<file path="src/rtl/layer_compositor.sv">
// Priority pixel compositor: picks the lowest-index opaque, enabled layer once per pixel slot.
// Optional blink support is built when BLINK_EN is defined.
module layer_compositor #(
  parameter int NUM_LAYERS   = 4,
  parameter int COLOR_W      = 3,
  parameter int CLK_DIV      = 2,
  parameter int BLINK_FRAMES = 16
) (
  input  logic                                 clock,
  input  logic                                 reset,
  input  logic                                 visible,
  input  logic                                 frame_start,
  input  logic [NUM_LAYERS*(COLOR_W+1)-1:0]    in_layers,
  input  logic [COLOR_W-1:0]                   bg_color,
  input  logic                                 cfg_valid,
  input  logic [NUM_LAYERS-1:0]                cfg_mask,
  input  logic [NUM_LAYERS-1:0]                cfg_blink,
  output logic                                 cfg_ready,
  output logic [COLOR_W-1:0]                   oRGB,
  output logic                                 pix_strobe,
  output logic                                 hit_any,
  output logic [$clog2(NUM_LAYERS)-1:0]        hit_idx
);
  localparam int IDX_W = $clog2(NUM_LAYERS);
  localparam int PH_W  = (CLK_DIV > 1) ? $clog2(CLK_DIV) : 1;
  localparam int LW    = COLOR_W + 1;

  localparam logic [0:0] S_IDLE = 1'b0;
  localparam logic [0:0] S_PEND = 1'b1;

  logic [PH_W-1:0]       r_phase;
  logic [0:0]            r_state;
  logic [NUM_LAYERS-1:0] r_active;
  logic [NUM_LAYERS-1:0] r_pending;
  logic [NUM_LAYERS-1:0] w_blink_ok;
  logic [NUM_LAYERS-1:0] w_elig;
  logic [IDX_W-1:0]      w_win_idx;
  logic [COLOR_W-1:0]    w_win_col;
  logic                  w_hit;
  logic                  w_slot;

  generate
    if (CLK_DIV > 1) begin : g_phase
      always_ff @(posedge clock) begin
        if (reset)
          r_phase <= '0;
        else if (r_phase == PH_W'(CLK_DIV - 1))
          r_phase <= '0;
        else
          r_phase <= r_phase + 1'b1;
      end
    end else begin : g_no_phase
      assign r_phase = '0;
    end
  endgenerate

  assign w_slot    = visible & (r_phase == '0);
  assign cfg_ready = (r_state == S_IDLE);

  // Config handshake: a mask accepted in IDLE waits in PEND for the next frame boundary.
  always_ff @(posedge clock) begin
    if (reset) begin
      r_state   <= S_IDLE;
      r_active  <= '1;
      r_pending <= '0;
    end else begin
      case (r_state)
        S_IDLE: if (cfg_valid) begin
          r_pending <= cfg_mask;
          r_state   <= S_PEND;
        end
        S_PEND: if (frame_start) begin
          r_active <= r_pending;
          r_state  <= S_IDLE;
        end
        default: r_state <= S_IDLE;
      endcase
    end
  end

`ifdef BLINK_EN
  localparam int FC_W = (BLINK_FRAMES > 1) ? $clog2(BLINK_FRAMES) : 1;
  logic [FC_W-1:0]       r_fcnt;
  logic                  r_blink_on;
  logic [NUM_LAYERS-1:0] r_blink_mask;
  logic [NUM_LAYERS-1:0] r_pend_blink;

  always_ff @(posedge clock) begin
    if (reset) begin
      r_fcnt       <= '0;
      r_blink_on   <= 1'b1;
      r_blink_mask <= '0;
      r_pend_blink <= '0;
    end else begin
      if (r_state == S_IDLE && cfg_valid)
        r_pend_blink <= cfg_blink;
      if (r_state == S_PEND && frame_start)
        r_blink_mask <= r_pend_blink;
      if (frame_start) begin
        if (r_fcnt == FC_W'(BLINK_FRAMES - 1)) begin
          r_fcnt     <= '0;
          r_blink_on <= ~r_blink_on;
        end else begin
          r_fcnt <= r_fcnt + 1'b1;
        end
      end
    end
  end

  assign w_blink_ok = ~(r_blink_mask & {NUM_LAYERS{~r_blink_on}});
`else
  logic w_unused_blink;
  assign w_unused_blink = ^cfg_blink;
  assign w_blink_ok     = '1;
`endif

  genvar gi;
  generate
    for (gi = 0; gi < NUM_LAYERS; gi++) begin : g_elig
      assign w_elig[gi] = in_layers[gi*LW + COLOR_W] & r_active[gi] & w_blink_ok[gi];
    end
  endgenerate

  // Scan from the lowest priority upward so the lowest eligible index is the last write.
  always_comb begin
    w_hit     = 1'b0;
    w_win_idx = '0;
    w_win_col = bg_color;
    for (int i = NUM_LAYERS - 1; i >= 0; i--) begin
      if (w_elig[i]) begin
        w_hit     = 1'b1;
        w_win_idx = IDX_W'(i);
        w_win_col = in_layers[i*LW +: COLOR_W];
      end
    end
  end

  always_ff @(posedge clock) begin
    if (reset || !w_slot) begin
      oRGB    <= '0;
      hit_any <= 1'b0;
      hit_idx <= '0;
    end else begin
      oRGB    <= w_win_col;
      hit_any <= w_hit;
      hit_idx <= w_win_idx;
    end
    pix_strobe <= !reset && w_slot;
  end

endmodule

</file>
<file path="config.mk">
export PLATFORM = sky130hd
export DESIGN_NAME = layer_compositor
export DESIGN_NICKNAME = d
export VERILOG_FILES = /design/src/rtl/layer_compositor.sv
export SDC_FILE = /design/constraint.sdc
export NUM_CORES = 1
export LEC_CHECK = 0
export BUFFER_PORTS_ARGS = -buffer_cell sky130_fd_sc_hd__buf_2
export CORE_AREA = 10 10 55 57
export CTS_CLUSTER_DIAMETER = 100
export DETAILED_ROUTE_END_ITERATION = 7
export DIE_AREA = 0 0 65 67
export PLACE_DENSITY = 0.7
export SLEW_MARGIN = 20
export SYNTH_ARGS = -nofsm -noshare
export SYNTH_HDL_FRONTEND = slang
export SYNTH_SLANG_ARGS = --single-unit
</file>
<file path="constraint.sdc">
create_clock -name clock -period 1 [get_ports clock]
set_input_delay 0.05 -clock clock [delete_from_list [all_inputs] [get_ports clock]]
set_output_delay 0.05 -clock clock [all_outputs]
set_load 0.01 [all_outputs]
</file>
Yosys cells after proc, flatten, opt, wreduce, memory -nomap -nowiden --
Cells that the tools add are included.
Storage, ports and cells: output and inout bits 8, input bits 32, word-level logic and storage cells 40, register bits after elaboration 17
Operators by class: $add $sub $neg 1, bitwise gates (word level) 7, reduce and logical (&&, ||, !) cells 9, muxes and demuxes 14
Operators by type and width (number):
- 3-bit two-way mux | 4
- 1-bit two-way mux | 7
- 1-bit bitwise AND | 5
- 2-bit two-way mux | 2
- 2-bit AND reduction | 2
- 2-bit OR reduction | 2
- 3-bit OR reduction | 1
- 1-bit logical NOT | 2
- 1-bit inverter | 2
- 1-bit case mux with 2 select lines | 1
- 1-bit adder, second input constant | 1
- 1-bit logical AND | 1
- 1-bit logical OR | 1

Depth between registers and ports, before layout --
Gate-level depths: netlist of the first run.
depth in word-level cells 5, gate-level depth with buffers 7, depth with buffers taken out 6

Worst setup path after synthesis of the first run --
Ideal clock, no wire load.
kind register -> register, from register r_active[2], to register oRGB[0], period minus slack after synthesis 0.981 ns, setup slack 0.019 ns, data arrival time 0.864 ns, buffers on the path 0, stages on the path, launching flop included 5, cells stage by stage dfxtp_1 > nand2_1 > nand3_1 > o2111ai_1 > a22o_1
Between the ends: word-level cells in the longest chain between the ends 4
Ends and longest elaborated chain:
- from (decl) | line 33 | logic [NUM_LAYERS-1:0] r_active;
- from (signal assigned) | line 73 | r_active <= r_pending;
- 1-bit bitwise AND | line 120 | assign w_elig[gi] = in_layers[gi*LW + COLOR_W] & r_active[gi] & w_blink_ok[gi];
- 3-bit two-way mux (3 in a row) | line 130 | if (w_elig[i]) begin
- to (signal assigned) | line 144 | oRGB <= w_win_col;
- to (decl) | line 19 | output logic [COLOR_W-1:0] oRGB,
Every way passes these cells. A chain may end at the register's enable or synchronous reset.

Final worst setup path of the first run --
from register r_state, to register r_pending[3]
Between the ends: word-level cells in the longest chain between the ends 2
Ends and longest elaborated chain:
- from (decl) | line 32 | logic [0:0] r_state;
- from (signal assigned) | line 63 | r_state <= S_IDLE;
- from (signal assigned) | line 70 | r_state <= S_PEND;
- from (signal assigned) | line 74 | r_state <= S_IDLE;
- 1-bit inverter
- 2-bit AND reduction (no source line)
- to (signal assigned) | line 69 | r_pending <= cfg_mask;
- to (decl) | line 34 | logic [NUM_LAYERS-1:0] r_pending;
Every way passes these cells.

==> results of run 1 <==
==> critical path: cells and delay by family (launching register included) <==
| kind | cells | cell delay (ns) |
|---|---|---|
| mux | 1 | 0.19 |
| simple gates | 2 | 0.18 |
| flops | 1 | 0.38 |
| buf+inv | 1 | 0.13 |
==> per-stage QoR <==
step                      setup TNS (ns)  total power, µW
final                                  0             1380
after global routing              -0.110             1470
after CTS                              0             1380
after detailed placement         -0.0472              994
after global placement                 0              988
after floorplan                        0              882
==> area by class of cell <==
class | instances | area (µm²) | area share
flip-flops and latches | 17 | 348 | 0.315
well taps | 27 | 33.8 | 0.0306
inverters | 6 | 25.0 | 0.0227
clock buffers | 4 | 26.3 | 0.0238
repair buffers | 49 | 312 | 0.282
multi-input cells | 50 | 359 | 0.325
==> flip-flops by register name, indices dropped and copies added (netlist names) <==
register / flops
r_pending: 4
oRGB: 3
hit_idx: 2
hit_any: 1
r_active: 4
pix_strobe: 1
r_state: 1
r_phase: 1
==> cell usage after synthesis (all sizes together) <==
| library cell | n | area (µm²) |
|---|---|---|
| a211o | 4 | 36.3 |
| a21oi | 2 | 10.0 |
| a22o | 3 | 26.3 |
| a22oi | 1 | 12.5 |
| a31oi | 1 | 6.26 |
| and3 | 4 | 25.0 |
| buf | 2 | 16.3 |
| dfxtp | 17 | 340 |
| inv | 6 | 25.0 |
| mux2i | 4 | 40.0 |
| nand2 | 9 | 51.3 |
| nand3 | 4 | 20.0 |
| nor2 | 13 | 65.1 |
| nor2b | 1 | 6.26 |
| nor3b | 1 | 7.51 |
| o2111ai | 3 | 26.3 |
==> kinds of logic after synthesis <==
family / synth area share
simple gates: 0.245
flops: 0.476
compound gates: 0.165
buf+inv: 0.0578
mux: 0.0560
==> layer usage <==
layer  vias up  routed length [µm]  global-route usage
li1        365                   -                   -
met1       295                 762              0.0825
met2        29                 889               0.148
met3         2                 254              0.0686
met4         0                   3              0.0241
met5         -                   0                   0
==> power by group through the flow <==
stage,Combinational (µW),Sequential (µW),Clock (µW)
global route,314,749,409
CTS,263,741,378
global placement,234,754,0
finish,285,743,356
floorplan,122,760,0
detailed placement,239,755,0
==> worst min path at each step <==
stage | slack [ns] | end | cells after the start | from
after floorplan | 0.17 | pix_strobe | 2 | visible
after global placement | 0.27 | oRGB[1] | 2 | in_layers[1]
after detailed placement | 0.28 | oRGB[0] | 2 | in_layers[0]
after CTS | -0.02 | r_phase | 2 | reset
after global routing | -0.03 | r_phase | 2 | reset
final | -0.02 | r_phase | 2 | reset
==> timing repair <==
action	in CTS	in global routing
buffers inserted	0	1
endpoints found under the setup margin	4	9
hold endpoints to repair	8	1
pin swaps	0	3
resized for setup	3	12
cloned	0	0
==> impl_metrics.tcl, run 1 <==
set metrics [dict create \
    status "finished with violations" \
    violations "hold timing" \
    slowest_stage "dfxtp_4" \
    synth_cells 75 \
    fin_cells 153 \
    grt_first_pass_wirelength_mm 3.04 \
    slew_headroom 0.834 \
    layout_commonest_cell "buf_2" \
    critPathCapture "r_pending[3]" \
    overflow 0 \
    viasPerCell 4.52 \
    p_comb_frac 0.206 \
    crit_required_ns 1.18 \
    antenna_found_initial 0 \
    coreArea_um2 1940 \
    crit_chain "nor2b_4, buf_6, mux2i_1, nor2_1" \
    rr_endpoint "r_pending[3]" \
    design_area_um2 1100 \
    first_pass_iters 4 \
    wl_per_cell_um 12.5 \
    place_area_um2 952 \
    gp_congestion 0.751 \
    grt_usage 0.0880 \
    ys_seq_area_frac 0.476 \
    cp-startpoint "r_state" \
    worst_clock_skew_ns 0.00245 \
    switching_share 0.255 \
    holdWs_ns -0.0197 \
    final_cell_mix "buf_2, dfxtp_1, nor2_1" \
    reg2reg_slack_ns 0.02 \
    timing.final.ws_setup_ns 0.0219 \
    worst-setup-path-type "flop to flop" \
    hold_viol 1 \
    cellLeakagePower_uw 0.000564 \
    syn_area_um2 714 \
    cts_root_buf "clkbuf_4" \
    postLayoutCoreUtil 0.568 \
    final.fill_count 181 \
    ys_warn_count 0 \
    min_path_type "input pin to flop" \
    seqPwrFrac 0.537 \
    synthDistinctLibCells 22 \
    grt_max_degree 10 \
    finalWirelength_mm 1.91 \
    synth.ff_latch_count 17 \
    p_sw_uw 354 \
    worst-path-max-fanout 7 \
    drv_slew 0 \
    p_clk_frac 0.257 \
    dp_hpwl_mm 1.49 \
    rsz0062_at_grt "yes" \
    drc 0 \
    r2r_start "r_state" \
    die_width_um 65 \
    port_buffers 35 \
    die_h_um 67 \
    start_util 0.368 \
    drive_gt1_frac 0.492 \
    clk-insertion-delay-late_ns 0.28 \
    dp.cells 141 \
    clkTransAtPathRegs_ns 0.09 \
    via_count 691 \
    start_kind "flop" \
    num_rows 16 \
    ir_drop_uv 963 \
    die_area_um2 4360 \
    pin_count 40 \
    power_density_nw_per_um2 1250 \
    end_kind "flop" \
    ant_nets 0 \
    postCtsHoldBufs 7 \
    fin_crit_ns 0.978 \
    cts_sinks 17 \
    nNetsFinal 159 \
    arrival_ns 1.16 \
    htree_num_levels 1 \
    max_stage_delay_ns 0.38 \
    pre_cts_slack_ns -0.0194 \
    synthesis.nets 107 \
    syn_area_per_cell_um2 9.53 \
    drt_iter0_markers 6 \
    setup_viol 0 \
    worst_pin_slew_ns 0.249 \
    r2r_cells 4 \
    period_share 0.978 \
    n_antenna_cell 0 \
    fmax_ghz 1.02 \
    p_int_uw 1030 \
    cts_made_buffers 3 \
    cts_tree "yes" \
    first_global_vias 708 \
    cap_violations 0 \
    area_growth_syn_to_layout_pct 54.5 \
    cts_buffer_depth 2 \
]
Power figures use the tool's default switching activity.
==> run 2: changes to the inputs <==
==> constraint.sdc (replaced) <==
create_clock -name clock -period 1 [get_ports clock]
set_input_delay 0.3 -clock clock [delete_from_list [all_inputs] [get_ports clock]]
set_output_delay 0.3 -clock clock [all_outputs]
set_load 0.01 [all_outputs]
==> impl_metrics.tcl, run 2 (synthesis gave the netlist of run 1 again) <==
set metrics [dict create \
    gp_congestion 0.788 \
    hold_viol 0 \
    finalPower_uw 1370 \
    area_growth_syn_to_layout_pct 44.3 \
    timing.final.ws_setup_ns -0.0971 \
    postLayoutCoreUtil 0.531 \
    cts_buffer_depth 2 \
    multi_input_area_um2 360 \
    worst_pin_slew_ns 0.234 \
    violations "setup timing" \
    rsz0062_at_grt "yes" \
    crit_chain "inv_2, buf_6" \
    reg_top3 "r_active x4, r_pending x4, oRGB x3" \
    final_cell_mix "buf_2, dfxtp_1, nor2_1" \
    via_count 667 \
    postCtsHoldBufs 0 \
    worst-setup-path-type "flop to primary output" \
    cellLeakagePower_uw 0.000525 \
    num_rows 16 \
    start_kind "flop" \
    pre_cts_slack_ns -0.0968 \
    drive_gt1_frac 0.529 \
    drv_slew 0 \
    dp.cells 141 \
    clkTransAtPathRegs_ns 0.10 \
    power_density_nw_per_um2 1330 \
    period_share 1.10 \
    cts_made_buffers 3 \
    ant_nets 0 \
    final.fill_count 195 \
    slew_headroom 0.844 \
    viasPerCell 4.57 \
    end_kind "primary output" \
    fmax_ghz 0.911 \
    slowest_stage "dfxtp_4" \
    start_util 0.368 \
    overflow 0 \
    regArea_um2 348 \
    cts_sinks 17 \
    wl_per_cell_um 12.4 \
    antenna_found_initial 0 \
    grt_usage 0.0860 \
    min_path_type "input pin to flop" \
    fin_crit_ns 1.10 \
    max_stage_delay_ns 0.37 \
    setup_viol 14 \
    first_pass_iters 3 \
    status "finished with violations" \
    finalWirelength_mm 1.81 \
    drt_iter0_markers 7 \
    port_buffers 35 \
    ir_drop_uv 822 \
    die_width_um 65 \
    n_antenna_cell 0 \
    grt_first_pass_wirelength_mm 3.03 \
    dp_hpwl_mm 1.46 \
    pin_count 40 \
    drc 0 \
    layout_commonest_cell "buf_2" \
    clk-insertion-delay-late_ns 0.29 \
    die_h_um 67 \
    crit_required_ns 0.70 \
    cts_root_buf "clkbuf_4" \
    fin_cells 146 \
    worst_clock_skew_ns 0.00412 \
    coreArea_um2 1940 \
    htree_num_levels 1 \
    grt_max_degree 10 \
    arrival_ns 0.80 \
    cap_violations 0 \
    nNetsFinal 152 \
    worst-path-max-fanout 2 \
    first_global_vias 693 \
    holdWs_ns 0.224 \
    die_area_um2 4360 \
    cts_tree "yes" \
]
==> run 2: power breakdown <==
group / internal [µW] / switching (µW) / total [µW]
logic: 139 / 124 / 264
registers: 717 / 22.5 / 740
clock network: 155 / 209 / 364
==> run 2: path summary, 6_finish.rpt <==
check                                   from            to  slack [ns]  depth (start not counted)
worst min register to register       r_phase       r_phase        0.46                          1
worst max register to register       r_state  r_pending[2]       -0.09                          5
worst max-delay path                 r_state     cfg_ready        -0.1                          2
worst min-delay path            in_layers[1]       oRGB[1]        0.22                          2
==> run 2: layout make-up <==
class,count,share of cell area
Inverter,6,0.0243
Timing Repair Buffer,42,0.231
Clock buffer,4,0.0255
Multi-Input combinational cell,50,0.350
Tap cell,27,0.0328
Sequential cell,17,0.337
==> run 2: worst max-delay path: cells and delay by family (launching register included) <==
kind / cells / cell delay, ns
flip-flops: 1 / 0.37
buffers and inverters: 2 / 0.14
==> run 2: repair_timing <==
| item | 4_1_cts | 5_1_grt |
|---|---|---|
| endpoints found under the hold margin | 0 | 0 |
| pin swaps | 1 | 8 |
| gates resized for setup | 8 | 6 |
| setup buffers | 1 | 0 |
| endpoints found under the setup margin | 12 | 19 |
==> run 2: routing by layer <==
layer,vias to the layer above,part of all wire,track usage
met5,-,0,0
met4,0,0,0.0160
met3,0,0.13,0.0619
met2,28,0.46,0.142
met1,287,0.41,0.0882
li1,352,-,-
==> run 2: per-stage QoR <==
step                      area (µm²)  TNS, ns
after floorplan                  714        0
after global placement           952   -0.287
after detailed placement         952   -0.347
after CTS                       1010   -0.623
after global routing            1030    -1.25
final                           1030   -0.516
==> run 3: changes to the inputs <==
- SKIP_CTS_REPAIR_TIMING: unset -> 1
==> impl_metrics.tcl, run 3 (synthesis gave the netlist of run 1 again) <==
set metrics [dict create \
    p_comb_frac 0.186 \
    ant_nets 0 \
    grt_usage 0.0833 \
    p_int_uw 1010 \
    holdPathEnd "oRGB[1]" \
    dp_hpwl_mm 1.46 \
    clkTransAtPathRegs_ns 0.09 \
    max_stage_delay_ns 0.39 \
    first_global_vias 676 \
    hold_path.startpoint "in_layers[1]" \
    final.fill_count 195 \
    rr_endpoint "r_pending[2]" \
    ir_drop_uv 809 \
    wl_per_cell_um 12.1 \
    cp_num_cells 2 \
    status "finished with violations" \
    min_path_type "input pin to flop" \
    crit_required_ns 0.70 \
    p_clk_frac 0.266 \
    final_cell_mix "buf_2, dfxtp_1, nor2_1" \
    nNetsFinal 151 \
    place_area_um2 952 \
    fin_crit_ns 1.12 \
    first_pass_iters 3 \
    reg2reg_slack_ns 0.02 \
    coreArea_um2 1940 \
    critPathTopFamily "flip-flops" \
    power_density_nw_per_um2 1340 \
    rsz0062_at_grt "yes" \
    crit_chain "inv_2, buf_6" \
    cts_made_buffers 3 \
    htree_num_levels 1 \
    end_kind "primary output" \
    finalPower_uw 1350 \
    start_kind "flop" \
    via_count 665 \
    cts_root_buf "clkbuf_4" \
    design_area_um2 1010 \
    worst-path-max-fanout 8 \
    drive_gt1_frac 0.508 \
    drc 0 \
    cts_tree "yes" \
    gp_congestion 0.788 \
    die_area_um2 4360 \
    fmax_ghz 0.893 \
    die_width_um 65 \
    drv_slew 0 \
    r2r_cells 4 \
    path_buf_inv 2 \
    clk-insertion-delay-late_ns 0.29 \
    drt_iter0_markers 11 \
    worst_pin_slew_ns 0.234 \
    layout_commonest_cell "buf_2" \
    switching_share 0.257 \
    holdWs_ns 0.224 \
    area_growth_syn_to_layout_pct 41.7 \
    num_rows 16 \
    finalSetupTns_ns -0.243 \
    hold_viol 0 \
    cellLeakagePower_uw 0.000521 \
    p_sw_uw 348 \
    setup_viol 8 \
    violations "setup timing" \
    seqPwrFrac 0.548 \
    period_share 1.12 \
    die_h_um 67 \
    cts_sinks 17 \
    finalWirelength_mm 1.76 \
    worst_clock_skew_ns 0.00194 \
    cap_violations 0 \
    cts_buffer_depth 2 \
    n_antenna_cell 0 \
    pin_count 40 \
    arrival_ns 0.82 \
    r2r_start "r_state" \
    worst-setup-path-type "flop to primary output" \
    overflow 0 \
    worst_hold_path.num_cells 2 \
    grt_max_degree 10 \
    antenna_found_initial 0 \
    grt_first_pass_wirelength_mm 2.94 \
    start_util 0.368 \
    slowest_stage "dfxtp_4" \
    timing.final.ws_setup_ns -0.120 \
    reg_top3 "r_active x4, r_pending x4, oRGB x3" \
    port_buffers 35 \
    slew_headroom 0.844 \
    viasPerCell 4.59 \
]
-- run 3: area by class of cell --
cell class / instances / area, µm² / share of cell area
clock buffer: 4 / 26.3 / 0.0260
inverter: 6 / 25.0 / 0.0247
multi-input combinational: 50 / 353 / 0.349
sequential: 17 / 348 / 0.344
tap: 27 / 33.8 / 0.0334
timing repair buffer: 41 / 226 / 0.224
-- run 3: worst max path at each step --
stage	from	end	slack, ns
floorplan	r_active[2]	oRGB[0]	0.02
global placement	in_layers[11]	oRGB[0]	-0.08
detailed placement	in_layers[11]	oRGB[0]	-0.1
CTS	r_state	cfg_ready	-0.23
global route	r_state	cfg_ready	-0.16
finish	r_state	cfg_ready	-0.12
-- run 3: power by group through the flow --
| stage | Combinational, µW | Sequential (µW) | Clock (µW) |
|---|---|---|---|
| floorplan | 122 | 760 | 0 |
| global placement | 233 | 755 | 0 |
| detailed placement | 239 | 756 | 0 |
| CTS | 240 | 740 | 380 |
| global route | 282 | 748 | 402 |
| finish | 252 | 741 | 360 |
-- run 3: stage by stage --
step	setup slack (ns)	utilization	instances
finish	-0.120	0.521	145
global placement	-0.0786	0.490	141
floorplan	0.0193	-	75
detailed placement	-0.0968	0.490	141
CTS	-0.226	0.504	145
global route	-0.156	0.521	145
-- run 3: per-layer routing --
| layer | GRT usage | wire length (µm) | vias to the layer above |
|---|---|---|---|
| li1 | - | - | 352 |
| met1 | 0.0882 | 727 | 285 |
| met2 | 0.133 | 809 | 28 |
| met3 | 0.0602 | 224 | 0 |
| met4 | 0.0160 | 0 | 0 |
| met5 | 0 | 0 | - |
-- run 3: worst reg2reg max path, cell delays in order, from the launching register on --
cell     delay (ns)
dfxtp_4        0.38
nor2b_1        0.11
buf_4          0.16
mux2i_1        0.20
nor2_1         0.05
